### src/rtl/vga_timing_gen.sv
// Raster timing source: DrawX/DrawY, blank, active-low hs/vs, frame strobe, animation step index.
// Latency: every output is registered from the pre-edge counters (1 cycle), all mutually aligned.
// Backpressure: none; free-running on every vga_clk edge, anim_en only gates the animation divider.
module vga_timing_gen #(
    parameter int H_VISIBLE   = 640,
    parameter int H_FP        = 16,
    parameter int H_SYNC      = 96,
    parameter int H_BP        = 48,
    parameter int V_VISIBLE   = 480,
    parameter int V_FP        = 10,
    parameter int V_SYNC      = 2,
    parameter int V_BP        = 33,
    parameter int ANIM_DIV    = 6,
    parameter int ANIM_FRAMES = 4
) (
    input  logic                           vga_clk,
    input  logic                           reset_n,
    input  logic                           anim_en,
    output logic                           hs,
    output logic                           vs,
    output logic                           blank,
    output logic [9:0]                     DrawX,
    output logic [9:0]                     DrawY,
    output logic                           frame_start,
    output logic [$clog2(ANIM_FRAMES)-1:0] anim_frame
);

    localparam int H_TOTAL = H_VISIBLE + H_FP + H_SYNC + H_BP;
    localparam int V_TOTAL = V_VISIBLE + V_FP + V_SYNC + V_BP;

    // All counter comparisons are done against 10-bit constants so widths match exactly.
    localparam logic [9:0] H_LAST   = 10'(H_TOTAL - 1);
    localparam logic [9:0] H_VIS    = 10'(H_VISIBLE);
    localparam logic [9:0] HS_START = 10'(H_VISIBLE + H_FP);
    localparam logic [9:0] HS_END   = 10'(H_VISIBLE + H_FP + H_SYNC);
    localparam logic [9:0] V_LAST   = 10'(V_TOTAL - 1);
    localparam logic [9:0] V_VIS    = 10'(V_VISIBLE);
    localparam logic [9:0] VS_START = 10'(V_VISIBLE + V_FP);
    localparam logic [9:0] VS_END   = 10'(V_VISIBLE + V_FP + V_SYNC);

    // Divider is at least 3 bits wide; it only needs to reach ANIM_DIV-1.
    localparam int DIV_W = ($clog2(ANIM_DIV) > 3) ? $clog2(ANIM_DIV) : 3;
    localparam int AW    = $clog2(ANIM_FRAMES);
    localparam logic [DIV_W-1:0] DIV_LAST  = DIV_W'(ANIM_DIV - 1);
    localparam logic [AW-1:0]    ANIM_LAST = AW'(ANIM_FRAMES - 1);

    logic [9:0]       hc_q, hc_d;
    logic [9:0]       vc_q, vc_d;
    logic [9:0]       x_q, y_q;
    logic             hs_q, hs_d;
    logic             vs_q, vs_d;
    logic             blank_q, blank_d;
    logic             fs_q, fs_d;
    logic [DIV_W-1:0] div_q, div_d;
    logic [AW-1:0]    anim_q, anim_d;

    // Raster counters: hc wraps every line, vc steps only on the hc wrap.
    always_comb begin
        hc_d = hc_q + 10'd1;
        vc_d = vc_q;
        if (hc_q == H_LAST) begin
            hc_d = '0;
            vc_d = (vc_q == V_LAST) ? '0 : vc_q + 10'd1;
        end
    end

    // Decode the pre-edge position into next-cycle blank, syncs and frame strobe.
    always_comb begin
        blank_d = (hc_q < H_VIS) && (vc_q < V_VIS);
        hs_d    = !((hc_q >= HS_START) && (hc_q < HS_END));
        vs_d    = !((vc_q >= VS_START) && (vc_q < VS_END));
        fs_d    = (hc_q == '0) && (vc_q == '0);
    end

    // Animation divider advances only on the edge that registers frame_start, so
    // anim_frame is constant across the whole frame that follows.
    always_comb begin
        div_d  = div_q;
        anim_d = anim_q;
        if (fs_d && anim_en) begin
            if (div_q == DIV_LAST) begin
                div_d  = '0;
                anim_d = (anim_q == ANIM_LAST) ? '0 : anim_q + AW'(1);
            end else begin
                div_d = div_q + DIV_W'(1);
            end
        end
    end

    // State and output registers; reset forces the idle (blanked, syncs high) raster origin.
    always_ff @(posedge vga_clk or negedge reset_n) begin
        if (!reset_n) begin
            hc_q    <= '0;
            vc_q    <= '0;
            x_q     <= '0;
            y_q     <= '0;
            hs_q    <= 1'b1;
            vs_q    <= 1'b1;
            blank_q <= 1'b0;
            fs_q    <= 1'b0;
            div_q   <= '0;
            anim_q  <= '0;
        end else begin
            hc_q    <= hc_d;
            vc_q    <= vc_d;
            x_q     <= hc_q;
            y_q     <= vc_q;
            hs_q    <= hs_d;
            vs_q    <= vs_d;
            blank_q <= blank_d;
            fs_q    <= fs_d;
            div_q   <= div_d;
            anim_q  <= anim_d;
        end
    end

    assign hs          = hs_q;
    assign vs          = vs_q;
    assign blank       = blank_q;
    assign DrawX       = x_q;
    assign DrawY       = y_q;
    assign frame_start = fs_q;
    assign anim_frame  = anim_q;

endmodule
### config.mk
export PLATFORM = sky130hd
export DESIGN_NAME = vga_timing_gen
export DESIGN_NICKNAME = d
export VERILOG_FILES = /design/src/rtl/vga_timing_gen.sv
export SDC_FILE = /design/constraint.sdc
export NUM_CORES = 1
export LEC_CHECK = 0
export BUFFER_PORTS_ARGS = -buffer_cell sky130_fd_sc_hd__clkbuf_2
export CORE_UTILIZATION = 52
export CTS_CLUSTER_SIZE = 40
export DETAILED_ROUTE_END_ITERATION = 16
export PLACE_DENSITY = 0.74
export SLEW_MARGIN = 20
export SYNTH_ARGS = -nofsm -noshare
export SYNTH_HDL_FRONTEND = slang
export SYNTH_SLANG_ARGS = --single-unit
### constraint.sdc
create_clock -name vga_clk -period 3.7 [get_ports vga_clk]
set_clock_uncertainty 0.15 [all_clocks]
set_input_delay 0.925 -clock vga_clk [delete_from_list [all_inputs] [get_ports vga_clk]]
set_output_delay 0.925 -clock vga_clk [all_outputs]
set_load 0.05 [all_outputs]
==> impl_results.md <==
- Starting DRT DRC Count: 50
- Synth Area in Adders: 3.153%
- Relative slew slack: 61.83%
- Non-filler cells, final: 245
- Final Hold Viols: 0
- Worst Tran Pin Value: 0.5726 ns
- Fin. max-slew vios: 0
- Power per Cell Area: 380.7 mW/mm2
- Post-route setup TNS: 0 ns
- Starting Density: 54.20%
- Detailed Route WL: 3.325 mm
- Synth Area per Inst: 12.10 um2
- RSZ-0062 raised after global routing: no
- CP max stage delay: 0.52 ns
- Clk_lat worst skew: 0.31 ns
- Top FF cell, synth: dfrtp_1
- HP Class: reg2reg
- Setup bufs post-CTS: 0
- YS warnings: 0
- Final design utilization: 61.82%
- Drt pass-1 iters: 4
- Clk Tree Root Cell: clkbuf_8
- Number of fill cells: 301
- Core Rows: 22
- Pin count of the biggest net entering global routing: 50
- Post-Syn Area: 0.001984 mm2
- Synth Area in Simple Gates: 19.67%
- Placed wire-length estimate: 2.353 mm
- # DRC: 0
- Setup Viol. Count Final: 0
- VDD IR max: 0.2315 mV
- Initial antenna violation count: 0
- Hold_ws: 0.3207 ns
- WP buf/inv: 1
- RD Place Congestion: 0.8430
- Seq cells post-synth: 49
- Mapped Cells: 164
- CP max FO: 1
- Routed len/inst: 13.57 um
- Resized Gates After CTS: 0
- Largest family of logic cells by synthesized area: simple AND/OR/NAND/NOR gates
- Final nets: 204
- Leading cell type in the layout, fill and taps excluded: dfrtp_1
- Share of cells above drive strength 1: 22.84%
- Diode count: 0
- Max cap viols: 0
- Pleak: 1.095 nW
- Post-Place Cells: 237
- Syn nets: 172
- Post-Synth XOR/XNOR Area: 4.414%
- Minimum clock period: 2.167 ns
- FMAX: 0.4615 GHz
- Clock sinks: 49
- Die ar.: 0.004067 mm2
- Worst setup SP type: flip-flop
- Tot Pwr: 861.6 uW
- Levels on crit path: 1
- Critical path class: reg2out
- Hold_buf cts: 0
- TritonCTS clock tree: done
- Die width: 63.78 um
- Seq/Total Area, Yosys: 61.92%
- Detail Route Antenna Nets: 0
- CP Capture Type: output pin
- Synth cell types: 33
- Crit path required time: 2.62 ns
- Clock-pin slew on the worst setup and hold paths: 0.09 ns
- Die Y: 63.78 um
- EDFF count, synth: 0
- Worst hold path cell count: 0
- CP Cell Sequence: clkbuf_2
- Synthesis-to-layout area growth: 14.06%
- Slowest CP cell: dfstp_2
- Num CTS Buffers: 5
- Vias/cell: 5.396
- I/O Pins: 29
- Ys async rst share: 100.0%
- CTS Buffer Depth: 2
- Core Area: 0.003661 mm2
- Mux contribution to synthesized area: 2.270%
- Post-synthesis compound-gate area fraction: 5.990%
- Vias in the first global route: 1,225
- Final period util: 58.56%
- Htree depth: 2
- Gr ovfl total: 0
- Critical path's top delay family: flip-flops
- Status: finished, final reports clean
- GR Util All Layers: 19.39%
- WP data arrival: 1.09 ns
- Routed vias: 1,322
- R2R depth: 4
- PortBufs: 28
- Most frequent cells in the layout: dfrtp_1 (47), clkbuf_2 (27), nor2_1 (14)
- First-pass GRT wire length: 5.789 mm
## final timing paths
check / start / endpoint / slack, ns
max: hs$_DFF_PN1_ / hs / 1.53
min: vc_q[0]$_DFFE_PN0N_ / DrawY[0]$_DFF_PN0_ / 0.32
max reg2reg: hc_q[5]$_DFF_PN0_ / anim_frame[0]$_DFFE_PN0P_ / 1.58
min reg2reg: vc_q[0]$_DFFE_PN0N_ / DrawY[0]$_DFF_PN0_ / 0.32
max in group asynchronous: reset_n / vs$_DFF_PN1_ / 2.55
min in group asynchronous: reset_n / DrawX[7]$_DFF_PN0_ / 0.46
## area by class of cell
cell class / count / area, um2 / share of cell area [%]
clock inverter: 3 / 21.27 / 0.9397
sequential: 49 / 1229 / 54.28
tap: 48 / 60.06 / 2.653
multi-input combinational: 102 / 704.4 / 31.12
inverter: 10 / 37.54 / 1.658
clock buffer: 5 / 68.82 / 3.040
timing repair buffer: 28 / 142.6 / 6.302
## state kept, by name, summed over array words and instances, names as in the netlist
signal and flops:
hc_q 10, DrawX 10, div_q 3, vc_q 10
anim_frame 2, vs 1, hs 1, DrawY 10
frame_start 1, blank 1
## power breakdown
| group | switching, mW | leakage [nW] | total, mW | internal (mW) |
|---|---|---|---|---|
| combinational | 0.0111 | 0.405 | 0.0138 | 0.00271 |
| clock | 0.176 | 0.0445 | 0.310 | 0.134 |
| sequential | 0.00124 | 0.645 | 0.538 | 0.537 |
## metrics by stage
stage	worst slack, ns	area [um2]
after global routing	1.410	2263
final	1.533	2263
after floorplan	1.778	1984
after global placement	1.672	2171
after detailed placement	1.597	2171
after CTS	1.525	2261
## per-layer routing
| layer | global-route usage, % | wire [um] |
|---|---|---|
| met5 | 0 | 0 |
| met3 | 5.357 | 174 |
| met2 | 29.12 | 1581 |
| met1 | 26.44 | 1509 |
| met4 | 8.523 | 59 |
## cell families (layout without fill, tap and decap cells)
group           after synthesis  in the layout
compound gates               18             18
flops                        49             49
xor+xnor                     10             10
simple gates                 65             65
fa+ha+maj                     5              5
mux                           4              4
buf+inv                      13             46
## synthesized netlist by cell type (2+ instances only)
cell type | n | area share [%]
a22o_1 | 3 | 1.3
or3_1 | 2 | 0.63
o21ai_0 | 8 | 2.0
nand3_1 | 10 | 2.5
dfstp_2 | 2 | 2.6
o41ai_1 | 2 | 0.88
a21oi_1 | 2 | 0.50
mux2_2 | 2 | 1.1
nand4_1 | 7 | 2.2
buf_2 | 2 | 0.50
dfrtp_1 | 47 | 59
nand2_1 | 7 | 1.3
xor2_1 | 6 | 2.6
mux2_1 | 2 | 1.1
nor2b_1 | 3 | 0.95
nor3_1 | 10 | 2.5
nor4_4 | 2 | 2.1
and3_1 | 3 | 0.95
inv_1 | 10 | 1.9
ha_1 | 5 | 3.2
xnor2_1 | 4 | 1.8
nor2_1 | 14 | 2.6
Power figures use the tool's default switching activity.
